File: config.mk
export PLATFORM = sky130hd
export DESIGN_NAME = sha256_sched_ctrl
export DESIGN_NICKNAME = d
export VERILOG_FILES = /design/src/rtl/sha256_sched_ctrl.sv
export SDC_FILE = /design/constraint.sdc
export NUM_CORES = 2
export LEC_CHECK = 0
export BUFFER_PORTS_ARGS = -buffer_cell sky130_fd_sc_hd__buf_2
export CORE_MARGIN = 2
export CORE_UTILIZATION = 50
export CTS_BUF_LIST = sky130_fd_sc_hd__clkbuf_8
export CTS_CLUSTER_DIAMETER = 30
export DETAILED_ROUTE_END_ITERATION = 10
export PLACE_DENSITY = 0.86
export SKIP_CTS_REPAIR_TIMING = 1
export SKIP_LAST_GASP = 1
export SYNTH_ARGS = -nofsm -noshare
export SYNTH_HDL_FRONTEND = slang
export SYNTH_SLANG_ARGS = --single-unit
File: constraint.sdc
create_clock -name clk -period 4.1 [get_ports clk]
set_input_delay 0.41 -clock clk [delete_from_list [all_inputs] [get_ports clk]]
set_output_delay 0.41 -clock clk [all_outputs]
set_load 0.01 [all_outputs]
File: src/rtl/sha256_sched_ctrl.sv
// ---------------------------------------------------------------------------
// sha256_sched_ctrl
//
// Sequencer for one SHA-256 compression of a 512-bit message block. It owns
// the round counter and the sliding 16-word message-schedule window. Each
// round it presents the schedule word W_t, the round constant K_t and a
// round strobe to the compression datapath. It sits between the nonce/block
// builder and the compression core in the miner pipeline.
//
// Ports:
//   clk        in   1    system clock, all state changes on the rising edge
//   rst        in   1    synchronous active-high reset
//   start      in   1    request to process block_in (looked at only in IDLE)
//   block_in   in   512  message block, big-endian words, W0 in [511:480]
//   hold       in   1    datapath stall request (looked at only in ROUND)
//   busy       out  1    high while rounds are being sequenced
//   init_state out  1    pulse in the cycle a start is accepted; the core
//                        loads its a..h working registers
//   round_en   out  1    w_t / k_t / round_idx are valid for the core
//   round_idx  out  6    current round number t
//   w_t        out  32   schedule word W_t
//   k_t        out  32   round constant K_t
//   done       out  1    one-cycle pulse after the final round
//
// Parameters:
//   ROUNDS     number of rounds per block, legal range 17..64
// ---------------------------------------------------------------------------
module sha256_sched_ctrl #(
    parameter int ROUNDS = 64
) (
    input  logic         clk,
    input  logic         rst,
    input  logic         start,
    input  logic [511:0] block_in,
    input  logic         hold,
    output logic         busy,
    output logic         init_state,
    output logic         round_en,
    output logic [5:0]   round_idx,
    output logic [31:0]  w_t,
    output logic [31:0]  k_t,
    output logic         done
);

    typedef enum logic [1:0] {
        IDLE  = 2'd0,
        ROUND = 2'd1,
        DONE  = 2'd2
    } state_t;

    localparam logic [5:0] LAST_ROUND = 6'(ROUNDS - 1);

    // SHA-256 round constants: first 32 bits of the fractional parts of the
    // cube roots of the first 64 primes.
    localparam logic [31:0] K_ROM [64] = '{
        32'h428a2f98, 32'h71374491, 32'hb5c0fbcf, 32'he9b5dba5,
        32'h3956c25b, 32'h59f111f1, 32'h923f82a4, 32'hab1c5ed5,
        32'hd807aa98, 32'h12835b01, 32'h243185be, 32'h550c7dc3,
        32'h72be5d74, 32'h80deb1fe, 32'h9bdc06a7, 32'hc19bf174,
        32'he49b69c1, 32'hefbe4786, 32'h0fc19dc6, 32'h240ca1cc,
        32'h2de92c6f, 32'h4a7484aa, 32'h5cb0a9dc, 32'h76f988da,
        32'h983e5152, 32'ha831c66d, 32'hb00327c8, 32'hbf597fc7,
        32'hc6e00bf3, 32'hd5a79147, 32'h06ca6351, 32'h14292967,
        32'h27b70a85, 32'h2e1b2138, 32'h4d2c6dfc, 32'h53380d13,
        32'h650a7354, 32'h766a0abb, 32'h81c2c92e, 32'h92722c85,
        32'ha2bfe8a1, 32'ha81a664b, 32'hc24b8b70, 32'hc76c51a3,
        32'hd192e819, 32'hd6990624, 32'hf40e3585, 32'h106aa070,
        32'h19a4c116, 32'h1e376c08, 32'h2748774c, 32'h34b0bcb5,
        32'h391c0cb3, 32'h4ed8aa4a, 32'h5b9cca4f, 32'h682e6ff3,
        32'h748f82ee, 32'h78a5636f, 32'h84c87814, 32'h8cc70208,
        32'h90befffa, 32'ha4506ceb, 32'hbef9a3f7, 32'hc67178f2
    };

    // Small sigma functions of the message schedule. The rotates are
    // written as bit concatenations so they cost only wiring.
    function automatic logic [31:0] sigma0(input logic [31:0] x);
        return {x[6:0], x[31:7]} ^ {x[17:0], x[31:18]} ^ {3'b000, x[31:3]};
    endfunction

    function automatic logic [31:0] sigma1(input logic [31:0] x);
        return {x[16:0], x[31:17]} ^ {x[18:0], x[31:19]} ^ {10'd0, x[31:10]};
    endfunction

    state_t      state_q, state_d;
    logic [5:0]  roundIdx_q, roundIdx_d;
    logic [31:0] window_q [16];
    logic [31:0] window_d [16];
    logic [31:0] nextWord;

    // The next schedule word, W_{t+16}, built from the current window where
    // window[0] holds W_t. Additions wrap modulo 2^32.
    always_comb begin
        nextWord = sigma1(window_q[14]) + window_q[9]
                 + sigma0(window_q[1]) + window_q[0];
    end

    // Next-state and output logic. The window shifts down one word per
    // un-stalled round, so the word the core needs is always in slot 0 and
    // only the newest slot needs the schedule adder.
    always_comb begin
        state_d    = state_q;
        roundIdx_d = roundIdx_q;
        window_d   = window_q;
        busy       = 1'b0;
        init_state = 1'b0;
        round_en   = 1'b0;
        done       = 1'b0;

        case (state_q)
            IDLE: begin
                if (start) begin
                    for (int i = 0; i < 16; i++) begin
                        window_d[i] = block_in[511 - 32*i -: 32];
                    end
                    roundIdx_d = 6'd0;
                    init_state = 1'b1;
                    state_d    = ROUND;
                end
            end

            ROUND: begin
                busy = 1'b1;
                if (!hold) begin
                    round_en = 1'b1;
                    for (int i = 0; i < 15; i++) begin
                        window_d[i] = window_q[i + 1];
                    end
                    window_d[15] = nextWord;
                    if (roundIdx_q == LAST_ROUND) begin
                        roundIdx_d = 6'd0;
                        state_d    = DONE;
                    end else begin
                        roundIdx_d = roundIdx_q + 6'd1;
                    end
                end
            end

            DONE: begin
                done    = 1'b1;
                state_d = IDLE;
            end

            default: begin
                state_d    = IDLE;
                roundIdx_d = 6'd0;
            end
        endcase
    end

    // State, counter and window registers. Reset clears everything so an
    // aborted block leaves no trace and produces no done pulse.
    always_ff @(posedge clk) begin
        if (rst) begin
            state_q    <= IDLE;
            roundIdx_q <= 6'd0;
            for (int i = 0; i < 16; i++) begin
                window_q[i] <= 32'd0;
            end
        end else begin
            state_q    <= state_d;
            roundIdx_q <= roundIdx_d;
            for (int i = 0; i < 16; i++) begin
                window_q[i] <= window_d[i];
            end
        end
    end

    // Datapath-facing outputs come straight from the registers.
    always_comb begin
        round_idx = roundIdx_q;
        w_t       = window_q[0];
        k_t       = K_ROM[roundIdx_q];
    end

endmodule

==> results of run 1 <==
[through the flow]
stage	utilization [%]	instance area (µm²)	setup WS (ns)	setup TNS, ns
after floorplan	-	29710	0.1857	0
after global placement	55.83	32890	-0.04555	-0.07231
after detailed placement	55.83	32890	-0.1214	-0.2718
after CTS	60.70	35760	-0.1673	-0.5278
[routing by layer]
layer / track usage (%) / overflow
met3: 18.65 / 0
met5: 4.054 / 0
met2: 71.60 / 17
met4: 35.63 / 4
met1: 57.66 / 0
[Yosys cell counts (all sizes together) (28+ instances only)]
| cell | n | share of area (%) |
|---|---|---|
| clkbuf | 320 | 4.0 |
| buf | 112 | 2.0 |
| inv | 136 | 1.7 |
| nand2 | 1084 | 14 |
| a21oi | 117 | 2.0 |
| nor2 | 571 | 7.2 |
| o21ai | 116 | 2.0 |
| ha | 48 | 2.0 |
| fa | 62 | 4.2 |
| a211oi | 33 | 0.87 |
| xor2 | 58 | 1.7 |
| nand3 | 28 | 0.47 |
| dfxtp | 520 | 35 |
| a311oi | 488 | 14 |
| xnor2 | 89 | 2.6 |
[kinds of logic after synthesis]
| family | Yosys count | share of synthesized area (%) |
|---|---|---|
| buffers and inverters | 569 | 7.782 |
| adder cells (fa/ha/maj) | 110 | 6.198 |
| AO/OA/AOI/OAI | 875 | 22.37 |
| flip-flops | 520 | 35.03 |
| AND/OR/NAND/NOR | 1783 | 23.43 |
| XOR/XNOR | 147 | 4.333 |
| multiplexers | 15 | 0.8464 |
==> run_results.csv, run 1 <==
group,metric,value,unit
cts,ctsHtreeMaxLevel,3,
status,firstError,"[ERROR GRT-0232] Routing congestion too high. Check the congestion heatmap in the GUI.",
cts,cts.path.max_buffers,3,
global_routing,overflow,21,
place,port_buffers,589,
place,dp.cells,5056,
synth,ys.flop_type,"dfxtp_1",
sta,worstEpCategory,"register data pin",
die,die_h,247.8,µm
synth,netlist_area,29710,µm²
global_routing,grt_max_degree,221,
die,initial_core_util,50.44,%
synth,netlist-cell-type-count,65,
synth,syn_area_per_cell,7.393,µm²
status,lastStage,"global routing (5_1_grt)",
sta,worstEndpointGrtRepair,"window_q[17]$_SDFFE_PP0P_/D",
die,die_x,247.8,µm
die,io_pins,590,
cts,cts.sinks,520,
global_routing,grt_usage,48.75,%
synth,synth_nets,4645,
synth,async_reset_ff_share,0,%
synth,synth_edf_count,0,
synth,ys_ff_latch,520,
synth,yosys_warnings,0,
synth,synth_seq_area_share,35.03,%
place,dp_hpwl,91130,µm
die,rows,89,
cts,root_buffer,"clkbuf_8",
place,gp_congestion,1.014,
cts,cts_buffers,115,
synth,syn_inst,4019,
status,status,"did not finish",
==> run 2, diff against run 1 <==
--- a/config.mk
+++ b/config.mk
@@ -7,11 +7,9 @@
 export LEC_CHECK = 0
 export BUFFER_PORTS_ARGS = -buffer_cell sky130_fd_sc_hd__buf_2
 export CORE_MARGIN = 2
-export CORE_UTILIZATION = 50
-export CTS_BUF_LIST = sky130_fd_sc_hd__clkbuf_8
-export CTS_CLUSTER_DIAMETER = 30
+export CORE_UTILIZATION = 35
 export DETAILED_ROUTE_END_ITERATION = 10
-export PLACE_DENSITY = 0.86
+export PLACE_DENSITY_LB_ADDON = 0.15
 export SKIP_CTS_REPAIR_TIMING = 1
 export SKIP_LAST_GASP = 1
 export SYNTH_ARGS = -nofsm -noshare
==> constraint.sdc (replaced) <==
create_clock -name clk -period 5.3 [get_ports clk]
set_input_delay 0.53 -clock clk [delete_from_list [all_inputs] [get_ports clk]]
set_output_delay 0.53 -clock clk [all_outputs]
set_load 0.01 [all_outputs]
==> run 2 against run 1 <==
Synthesized cell count unchanged. Area after synthesis unchanged. The flow now finishes without violations.
==> run_results.csv, run 2 <==
group,metric,value,unit
setup_path,rrSetupSlack,0.77,ns
setup_path,worstReg2RegStart,"window_q[50]",
global_routing,overflow,0,
sta,finalCritPeriodShare,85.54,%
routing,wire_per_inst,24.10,µm
setup_path,worst_path_most_repeated_cell,"fa_1",
synth,synth.top_cell.area_share,35.03,%
cts,cts_tree,"yes",
synth,synth_top_area_cell,"dfxtp_1",
pwr,max-vdd-ir-drop,249.9,µV
routing,drt-initial-drc-count,2879,
routing,wirelength,132200,µm
cts,insertion_delay,0.64,ns
synth,syn_area_per_cell,7.393,µm²
final_layout,fin_cells,5487,
final_layout,nFillCells,8986,
place,dp.cells,5373,
final_layout,largest_reg_flops,480,
min_path,worstHoldPathCells,3,
synth,synth_nets,4645,
final_layout,drive_gt1_share,17.55,%
run,max-cap-violations,0,
routing,antenna_left,0,
die,dieArea,87240,µm²
synth,synthTopCellsByArea,"dfxtp_1, a311oi_1, nand2_1, nor2_1, fa_1",
final_layout,post-route-util,41.60,%
setup_path,end_kind,"flip-flop",
global_routing,grt_pass1_wl,188300,µm
synth,async_reset_ff_share,0,%
cts,cts.path.max_buffers,3,
synth,syn_inst,4019,
synth,synth_edf_count,0,
cts,ctsHtreeMaxLevel,2,
pwr,powerDensity,466.8,nW/µm²
setup_path,path_class,"reg2reg",
min_path,hp-start,"block_in[482]",
sta,max_freq,0.2206,GHz
min_path,holdCritPathClass,"in2reg",
synth,synth_most_common_cell,"nand2_1",
cts,cts.sinks,520,
cts,path_clk_slew,0.07,ns
sta,max-slew-margin-rel,29.63,%
final_layout,final_common_cell,"nand2_1",
global_routing,first_global_vias,28160,
pwr,cellLeakagePower,14.36,nW
die,die_x,295.4,µm
cts,cts_buffers,58,
sta,setup_viol_count_final,0,
routing,drc,0,
global_routing,grt_usage,29.01,%
final_layout,largest_register,"window_q",
final_layout,fin_nets,4925,
global_routing,antenna_found_initial,20,
sta,skew,0.04214,ns
synth,synth_seq_area_share,35.03,%
setup_path,cp.arrival,4.99,ns
die,io_pins,590,
global_routing,grt_max_degree,192,
setup_path,crit_family,"adder cells",
routing,drtPass1Iterations,5,
status,status,"completed",
sta,worst_slew_pin_slew,1.053,ns
routing,viasPerCell,5.484,
cts,root_buffer,"clkbuf_16",
die,core,83820,µm²
setup_path,max_stage_delay,0.52,ns
sta,hold_viol,0,
min_path,whs_endpoint,"w_t[2]",
setup_path,critPathLaunchType,"flip-flop",
place,port_buffers,589,
sta,finalSetupTns,0,ns
synth,ys.flop_type,"dfxtp_1",
sta,rsz0062_at_grt,"no",
routing,via_count,30090,
place,gp_congestion,0.9521,
synth,netlist-cell-type-count,65,
die,initial_core_util,35.45,%
setup_path,cp_max_fo,5,
synth,netlist_area,29710,µm²
setup_path,slowest_stage,"o41ai_1",
final_layout,layout_common_cells,"nand2_1, buf_2, nor2_1",
die,die_h,295.4,µm
synth,yosys_warnings,0,
setup_path,required,5.76,ns
final_layout,area_delta_synth_final,17.35,%
synth,synth_common_cells,"nand2_1, nor2_1, dfxtp_1",
place,dp_hpwl,99410,µm
setup_path,worstReg2RegEnd,"window_q[27]",
setup_path,r2r_cells,14,
sta,period_minus_slack,4.533,ns
synth,ys_ff_latch,520,
die,rows,106,
setup_path,path_cells,"xor2_1 -> xnor2_1 -> fa_1 -> inv_1 -> fa_1 -> ha_1 -> fa_1 -> a21oi_1 -> and4b_1 -> nor2_1 -> o31ai_1 -> o41ai_1 -> or4_1 -> o311ai_0",
sta,slew_viol_final,0,
setup_path,cp.buffers_inverters,1,
[run 2: worst max-delay path by stage]
stage                            start            to  slack (ns)  cells after the start
after detailed placement  window_q[50]  window_q[27]        0.77                     14
after global routing      window_q[50]  window_q[27]        0.43                     14
after CTS                 window_q[50]  window_q[27]        0.76                     14
after global placement    window_q[50]  window_q[27]        0.94                     14
after floorplan           window_q[50]  window_q[27]        1.39                     15
final                     window_q[50]  window_q[27]        0.77                     14
[run 2: cells by family (layout without fill, tap and decap cells)]
group           after synthesis  after routing  synth area share (%)
simple gates               1783           1783                 23.43
flops                       520            520                 35.03
buf+inv                     569            891                 7.782
other cells                   0             12                     0
fa+ha+maj                   110            110                 6.198
xor+xnor                    147            147                 4.333
mux                          15             15                0.8464
compound gates              875            875                 22.37
[run 2: per-layer routing]
metal	vias to the layer above	GRT usage (%)	wire, µm	share of wire [%]
li1	14430	-	-	-
met4	22	8.964	4171	3.2
met5	-	0	147	0.11
met1	14350	40.12	58470	44
met2	1105	46.13	60000	45
met3	188	4.781	9451	7.1
[run 2: final cells by class]
cell class	instances	area (µm²)	share of cell area, %
Sequential cell	520	10420	29.87
Antenna cell	12	30.03	0.08612
Tap cell	1134	1419	4.069
Inverter	137	521.8	1.496
Clock buffer	91	1748	5.013
Multi-Input combinational cell	2930	17010	48.78
Clock inverter	11	142.6	0.4091
Timing Repair Buffer	652	3581	10.27
[run 2: tightest hold or removal path: stages]
cell,delay [ns]
buf_2,0.09
nand2_1,0.04
a311oi_1,0.07
[run 2: stage by stage]
| stage | instance area (µm²) | worst slack [ns] | power, mW | hold WS (ns) |
|---|---|---|---|---|
| floorplan | 29710 | 1.386 | 9.699 | 0.4322 |
| global placement | 32950 | 0.9421 | 12.23 | 0.4518 |
| detailed placement | 32950 | 0.7733 | 12.15 | 0.4510 |
| CTS | 34840 | 0.7627 | 16.28 | 0.1217 |
| global route | 34850 | 0.4348 | 17.23 | 0.1484 |
| finish | 34870 | 0.7666 | 16.28 | 0.1464 |
[run 2: report_power, final]
group	total, mW	internal [mW]	switching [mW]
clock	4.10	2.35	1.75
combinational	7.21	2.55	4.66
sequential	4.97	4.45	0.515
No activity file was read; power rests on OpenSTA's default activity.
